File: src/rtl/reg_file_cell.sv
// reg_file_cell: one N-bit general-purpose register.
//
// The register clears on a synchronous, active-high reset. Otherwise it
// loads new data when its write enable is high. Reset wins over a
// simultaneous write.
//
// Ports:
//   clk    - system clock; the register updates on the rising edge
//   reset  - synchronous, active-high; clears the register
//   we_i   - write enable for this register (already address-decoded)
//   d_i    - N-bit write data
//   q_o    - N-bit current register contents
module reg_file_cell #(
  parameter int N = 32
) (
  input  logic         clk,
  input  logic         reset,
  input  logic         we_i,
  input  logic [N-1:0] d_i,
  output logic [N-1:0] q_o
);

  logic [N-1:0] data_q;
  logic [N-1:0] data_d;

  always_comb begin
    data_d = data_q;
    if (we_i) begin
      data_d = d_i;
    end
  end

  always_ff @(posedge clk) begin
    if (reset) begin
      data_q <= '0;
    end else begin
      data_q <= data_d;
    end
  end

  assign q_o = data_q;

endmodule

File: src/rtl/reg_file.sv
// reg_file: MIPS-style register file with 32 registers of N bits each.
//
// The file has two combinational read ports and one synchronous write port.
// Register 0 has no storage and always reads as zero, so any write to
// address 0 is discarded. There is no write-to-read bypass: in the cycle of
// a write, the read ports still return the old value. Reset clears
// registers 1-31, and a write in the same cycle as reset is lost.
//
// Ports:
//   clk               - system clock; all state updates on the rising edge
//   reset             - synchronous, active-high; clears all registers
//   Reg_Write_i       - write enable
//   Write_Register_i  - 5-bit write address
//   Read_Register_1_i - 5-bit read address, port 1
//   Read_Register_2_i - 5-bit read address, port 2
//   Write_Data_i      - N-bit write data
//   Read_Data_1_o     - contents of register at Read_Register_1_i
//   Read_Data_2_o     - contents of register at Read_Register_2_i
module reg_file #(
  parameter int N = 32
) (
  input  logic         clk,
  input  logic         reset,
  input  logic         Reg_Write_i,
  input  logic [4:0]   Write_Register_i,
  input  logic [4:0]   Read_Register_1_i,
  input  logic [4:0]   Read_Register_2_i,
  input  logic [N-1:0] Write_Data_i,
  output logic [N-1:0] Read_Data_1_o,
  output logic [N-1:0] Read_Data_2_o
);

  localparam int ADDR_W   = 5;
  localparam int NUM_REGS = 32;

  logic [N-1:0] regs [NUM_REGS];

  // Entry 0 feeds both read muxes as a hard zero; it has no cell behind it.
  assign regs[0] = '0;

  for (genvar k = 1; k < NUM_REGS; k++) begin : g_cell
    logic we;
    assign we = Reg_Write_i && (Write_Register_i == ADDR_W'(k));

    reg_file_cell #(
      .N (N)
    ) u_cell (
      .clk   (clk),
      .reset (reset),
      .we_i  (we),
      .d_i   (Write_Data_i),
      .q_o   (regs[k])
    );
  end

  always_comb begin
    Read_Data_1_o = regs[Read_Register_1_i];
    Read_Data_2_o = regs[Read_Register_2_i];
  end

endmodule

File: config.mk
export PLATFORM = sky130hd
export DESIGN_NAME = reg_file
export DESIGN_NICKNAME = d
export VERILOG_FILES = /design/src/rtl/reg_file_cell.sv /design/src/rtl/reg_file.sv
export SDC_FILE = /design/constraint.sdc
export NUM_CORES = 2
export LEC_CHECK = 0
export BUFFER_PORTS_ARGS = -buffer_cell sky130_fd_sc_hd__buf_4
export CORE_MARGIN = 1.5
export CORE_UTILIZATION = 50
export CTS_CLUSTER_SIZE = 12
export DETAILED_ROUTE_END_ITERATION = 10
export PLACE_DENSITY = 0.68
export SETUP_SLACK_MARGIN = 0.02
export SYNTH_ARGS = -nofsm -noshare
export SYNTH_HDL_FRONTEND = slang
export SYNTH_HIERARCHICAL = 1
export SYNTH_SLANG_ARGS = --single-unit
File: constraint.sdc
create_clock -name clk -period 2.15 [get_ports clk]
set_clock_uncertainty 0.05 [all_clocks]
set_input_delay 0.3225 -clock clk [delete_from_list [all_inputs] [get_ports clk]]
set_output_delay 0.3225 -clock clk [all_outputs]
set_load 0.01 [all_outputs]
# Yosys cells after proc, flatten, opt, wreduce, memory -nomap -nowiden
# Index checks and enable logic that the tools add are counted.
[word_totals] regBits=992 input_bits=50 wordCells=103 output_inout_bits=64
[op_classes] bitwise_logic=2 eq_ne=31 mux=6 n_reduce_logical=31 n_lt_le_gt_ge=2
[op_table] op="32-bit binary-select mux with 5-bit select" n=2
[op_table] op="32-bit two-way mux" n=4
[op_table] op="5-bit == test, second input constant" n=16
[op_table] op="5-bit by 4-bit == test with 1-bit output, second input constant" n=8
[op_table] op="1-bit logical AND" n=31
[op_table] op="5-bit by 3-bit == test with 1-bit output, second input constant" n=4
[op_table] op="6-bit greater-or-equal comparator, second input constant" n=2
[op_table] op="5-bit NOT with 6-bit output" n=2
[op_table] op="5-bit by 2-bit == test with 1-bit output, second input constant" n=2
[op_table] op="5-bit by 1-bit == test with 1-bit output, second input constant" n=1

# Logic depth before layout (Yosys ltp)
[logic_depth] depth_word=4 ltp_mapped=9 ltp_nobuf=5

# Modules after synthesis
# The synthesis kept the hierarchy.
[modules_own_cells] module="reg_file_cell" area_each_um2=1163.6 n_inst=31 seq_area_each_um2=640.6 cells_per_inst=103
[modules_own_cells] module="reg_file" area_each_um2=16351.9 n_inst=1 seq_area_each_um2=0.0 cells_per_inst=1462

# Worst setup path before layout
# Ideal clock, no wire load.
[synth_timing] path_type="in2out" startpoint="in Read_Register_2_i[0]" endpoint="out Read_Data_2_o[10]" required_time_ns=1.778 path_stages=7 slack_ns=-0.076 t_arrival_ns=1.854 n_path_buf=3 cell_sequence="buf_2 > buf_6 > buf_2 > mux4_2 > a22o_1 > o21ai_1 > o31ai_1"
[synth_between] elab_chain_len=4
[synth_lines] element="start, declared" line_no="reg_file.sv:27" source="input logic [4:0] Read_Register_2_i,"
[synth_lines] element="5-bit NOT with 6-bit output (implied by the code)" line_no="reg_file.sv:58" source="Read_Data_2_o = regs[Read_Register_2_i];"
[synth_lines] element="32-bit binary-select mux with 5-bit select" line_no="reg_file.sv:58"
[synth_lines] element="32-bit two-way mux (implied by the code) (2 in series)" line_no="reg_file.sv:58"
[synth_lines] element="end, declared" line_no="reg_file.sv:30" source="output logic [N-1:0] Read_Data_2_o"
# Every way passes these cells. The select of a mux whose other input is x is not followed.

# Worst setup path after layout
[layout_timing] startpoint="reg g_cell[23].u_cell.data_q[15]" endpoint="out Read_Data_2_o[15]"
[layout_between] elab_chain_len=3
[layout_lines] element="start, declared" line_no="reg_file_cell.sv:23" source="logic [N-1:0] data_q;"
[layout_lines] element="start signal, assigned" line_no="reg_file_cell.sv:37" source="data_q <= data_d;"
[layout_lines] element="32-bit binary-select mux with 5-bit select" line_no="reg_file.sv:58"
[layout_lines] element="32-bit two-way mux (implied by the code) (2 in series)" line_no="reg_file.sv:58"
# Every way passes these cells. The select of a mux whose other input is x is not followed.

==> run_results.csv <==
group,metric,value,unit
cts,h-tree-depth,3,
setup_path,critical_path.max_fanout,3,
cts,cts_root_buffer,"clkbuf_16",
cts,clkTransAtPathRegs,0.06,ns
layout,layout.nets,4897,
timing,worst_pin_slew,1.32,ns
global_route,grt_first_pass_wirelength,257000,um
drt,viasPerCell,6.39,
timing,setup_viol,64,
setup_path,cp_num_buf_inv,1,
cts,clockBufferDepth,3,
layout,final_cell_mix,"1,151 x mux2i_1, 994 x nor2_1, 872 x dfxtp_1, 384 x mux4_2, 331 x buf_4",
status,status,"complete, but fails checks",
drt,drt_wl_total,173000,um
setup_path,startpoint_type,"flip-flop",
setup_path,worstPathRequired,1.78,ns
logic_synthesis,netlist.top_cell.by_area,"dfxtp_1",
timing,drv_slew,0,
global_route,busiest_layer,"met2",
die,io_pins,114,
layout,drive_above_1_share,28.9,%
timing,slew_headroom,12.0,%
timing,holdWs,0.0607,ns
logic_synthesis,synthFlopType,"dfxtp_1",
power_and_ir_drop,ir_worst_vdd,0.642,mV
drt,num_vias,40400,
setup_path,cp_cell_sequence,"mux4_2, a22o_1, o21ai_4, o31ai_4, buf_4",
setup_path,worstSetupEndpoint,"Read_Data_2_o[15]",
worst_hold_path,holdCritPathClass,"in2reg",
placed_design,placed_cells,6101,
setup_path,r2r_setup_slack,1.33,ns
drt,drc_errors,0,
setup_path,crit_slowest_cell,"mux4_2",
global_route,antenna_found_initial,6,
global_route,grt_overflow,0,
timing,fmax,369,MHz
placed_design,place_congestion,0.902,
placed_design,io_buffers,113,
die,fp.dieW,327,um
cts,cts_num_sinks,992,
die,fp-row-count,118,
logic_synthesis,syn_inst,4655,
timing,layout_worst_path_cycle_share,126,%
drt,routedWlPerCell,27.4,um
setup_path,critPathKind,"reg2out",
logic_synthesis,yosysUniqueCellTypes,28,
drt,drt_iter0_markers,4859,
logic_synthesis,synth_warnings,6,
global_route,grt_max_degree,75,
layout,largest_reg_flops,992,
global_route,grt_util_met1,43.2,%
setup_path,r2r_end,"g_cell[27].u_cell/q_o[23]",
logic_synthesis,syn_nets,4705,
flow_run,drv_cap,0,
logic_synthesis,synth_top_cell_area_share,37.9,%
setup_path,path_depth,5,
die,dieArea,0.107,sq mm
die,start_util,50.5,%
global_route,first_global_vias,39300,
global_route,met3_usage,5.84,%
logic_synthesis,synth_edf_count,0,
timing,final.setup.worst_slack,-0.561,ns
setup_path,reg2reg_depth,3,
setup_path,path_delay_family,"compound AO/OA/AOI/OAI gates",
drt,dr.pass1.iters,6,
worst_hold_path,whs_path_depth,3,
layout,stdcell_count,6312,
logic_synthesis,yosysSeqAreaShare,37.9,%
cts,numCtsBuffers,107,
power_and_ir_drop,static-leakage-power,21.2,nW
logic_synthesis,synth_area_per_cell,11.3,sq um
drt,ant_nets,0,
logic_synthesis,synth-seq-cells,992,
layout,final_common_cell,"mux2i_1",
layout,fill_cells,8369,
setup_path,end_kind,"output pin",
die,coreArea,0.104,sq mm
logic_synthesis,ys_top_cells_by_area,"dfxtp_1 38%, mux2i_1 22%, mux4_2 16%",
global_route,grtUsageTotal,31.7,%
cts,worstSkewPairLatency,0.68,ns
placed_design,hpwl,110000,um
logic_synthesis,syn_area,0.0524,sq mm
setup_path,crit_path_max_incr_delay,0.49,ns
setup_path,worstPathArrival,2.34,ns
setup_path,setup.worst_path.start,"g_cell[23].u_cell/q_o[15]",
power_and_ir_drop,power.density,673,mW/mm^2
cts,cts_tree,"done",
layout,area_growth_syn_to_layout,17.1,%
die,die_h,327,um
timing,rsz0062_at_grt,"yes",
logic_synthesis,async_flop_share,0,%
timing,hold_violations,0,
setup_path,r2r_start,"g_cell[27].u_cell/q_o[23]",
status,violations,"setup timing",
global_route,use_met2,49.6,%
timing,finalCriticalPeriod,2.71,ns
## cells in the mapped netlist (45+ instances only)
cell type  instances
clkbuf_1         213
nor2_1          1020
buf_2             45
o21ai_1           64
nand2_1           69
mux4_2           384
mux2_2            64
o31ai_1           64
mux2i_1         1152
dfxtp_1          992
buf_12            93
a22o_1           192
o22ai_1           64
a211oi_1          64
buf_6             47
## where the power goes
part	switching, W	internal [W]	leakage [nW]	total (W)
logic	0.00250	0.00162	11.4	0.00412
registers	0.000107	0.0185	8.06	0.0186
clock network	0.00774	0.0108	1.74	0.0186
## through the flow
| step | util, % | total power, W | setup WS (ns) | instance area, sq um | TNS (ns) |
|---|---|---|---|---|---|
| final | 59.2 | 0.0413 | -0.561 | 61400 | -27.54 |
| after global routing | 59.2 | 0.0423 | -0.575 | 61400 | -29.92 |
| after CTS | 58.9 | 0.0413 | -0.572 | 61200 | -28.79 |
| after floorplan | - | 0.0210 | 0.0228 | 52500 | 0 |
| after global placement | 54.3 | 0.0228 | -0.682 | 56400 | -30.52 |
| after detailed placement | 54.3 | 0.0228 | -0.700 | 56400 | -31.96 |
## area by class of cell
type                            count  area [sq um]  share of cell area, %
Inverter                            2          8.76                 0.0143
Antenna cell                        1          2.50                0.00408
Tap cell                         1380          1730                   2.81
Multi-Input combinational cell   3232         30200                   49.1
Sequential cell                   992         20000                   32.6
Clock buffer                      161          3210                   5.23
Clock inverter                     32           303                  0.493
Timing Repair Buffer              512          5960                   9.71
## cells by family after synthesis
group | share of synthesized area (%)
AO/OA/AOI/OAI | 6.42
multiplexers | 39.9
flip-flops | 37.9
AND/OR/NAND/NOR | 8.90
buffers and inverters | 6.94
## worst min-delay path by stage
stage	from	end
after global routing	Write_Data_i[14]	g_cell[31].u_cell/q_o[14]
after CTS	Write_Data_i[18]	g_cell[29].u_cell/q_o[18]
after global placement	g_cell[22].u_cell/q_o[19]	g_cell[22].u_cell/q_o[19]
after detailed placement	g_cell[3].u_cell/q_o[27]	g_cell[3].u_cell/q_o[27]
final	Write_Data_i[18]	g_cell[13].u_cell/q_o[18]
after floorplan	reset	g_cell[10].u_cell/q_o[29]
## per-layer routing
layer | wire length [um] | share of wire, %
met1 | 70800 | 41
met2 | 78700 | 45
met3 | 15900 | 9.2
met4 | 7620 | 4.4
met5 | 58 | 0.034
## timing repair
item,CTS,global route
pin swaps,142,55
resized for setup,255,72
buffers inserted,20,3
hold buffers,1,0
endpoints found under the hold margin,11,0
cloned,5,1
endpoints found under the setup margin,64,64
## worst register-to-register path: cells and delay by family, from the launching register on
kind | cells | cell delay [ns]
buf+inv | 1 | 0.13
simple gates | 1 | 0.05
mux | 1 | 0.13
flops | 1 | 0.33
Note: power is estimated with default switching activity, not from simulation.
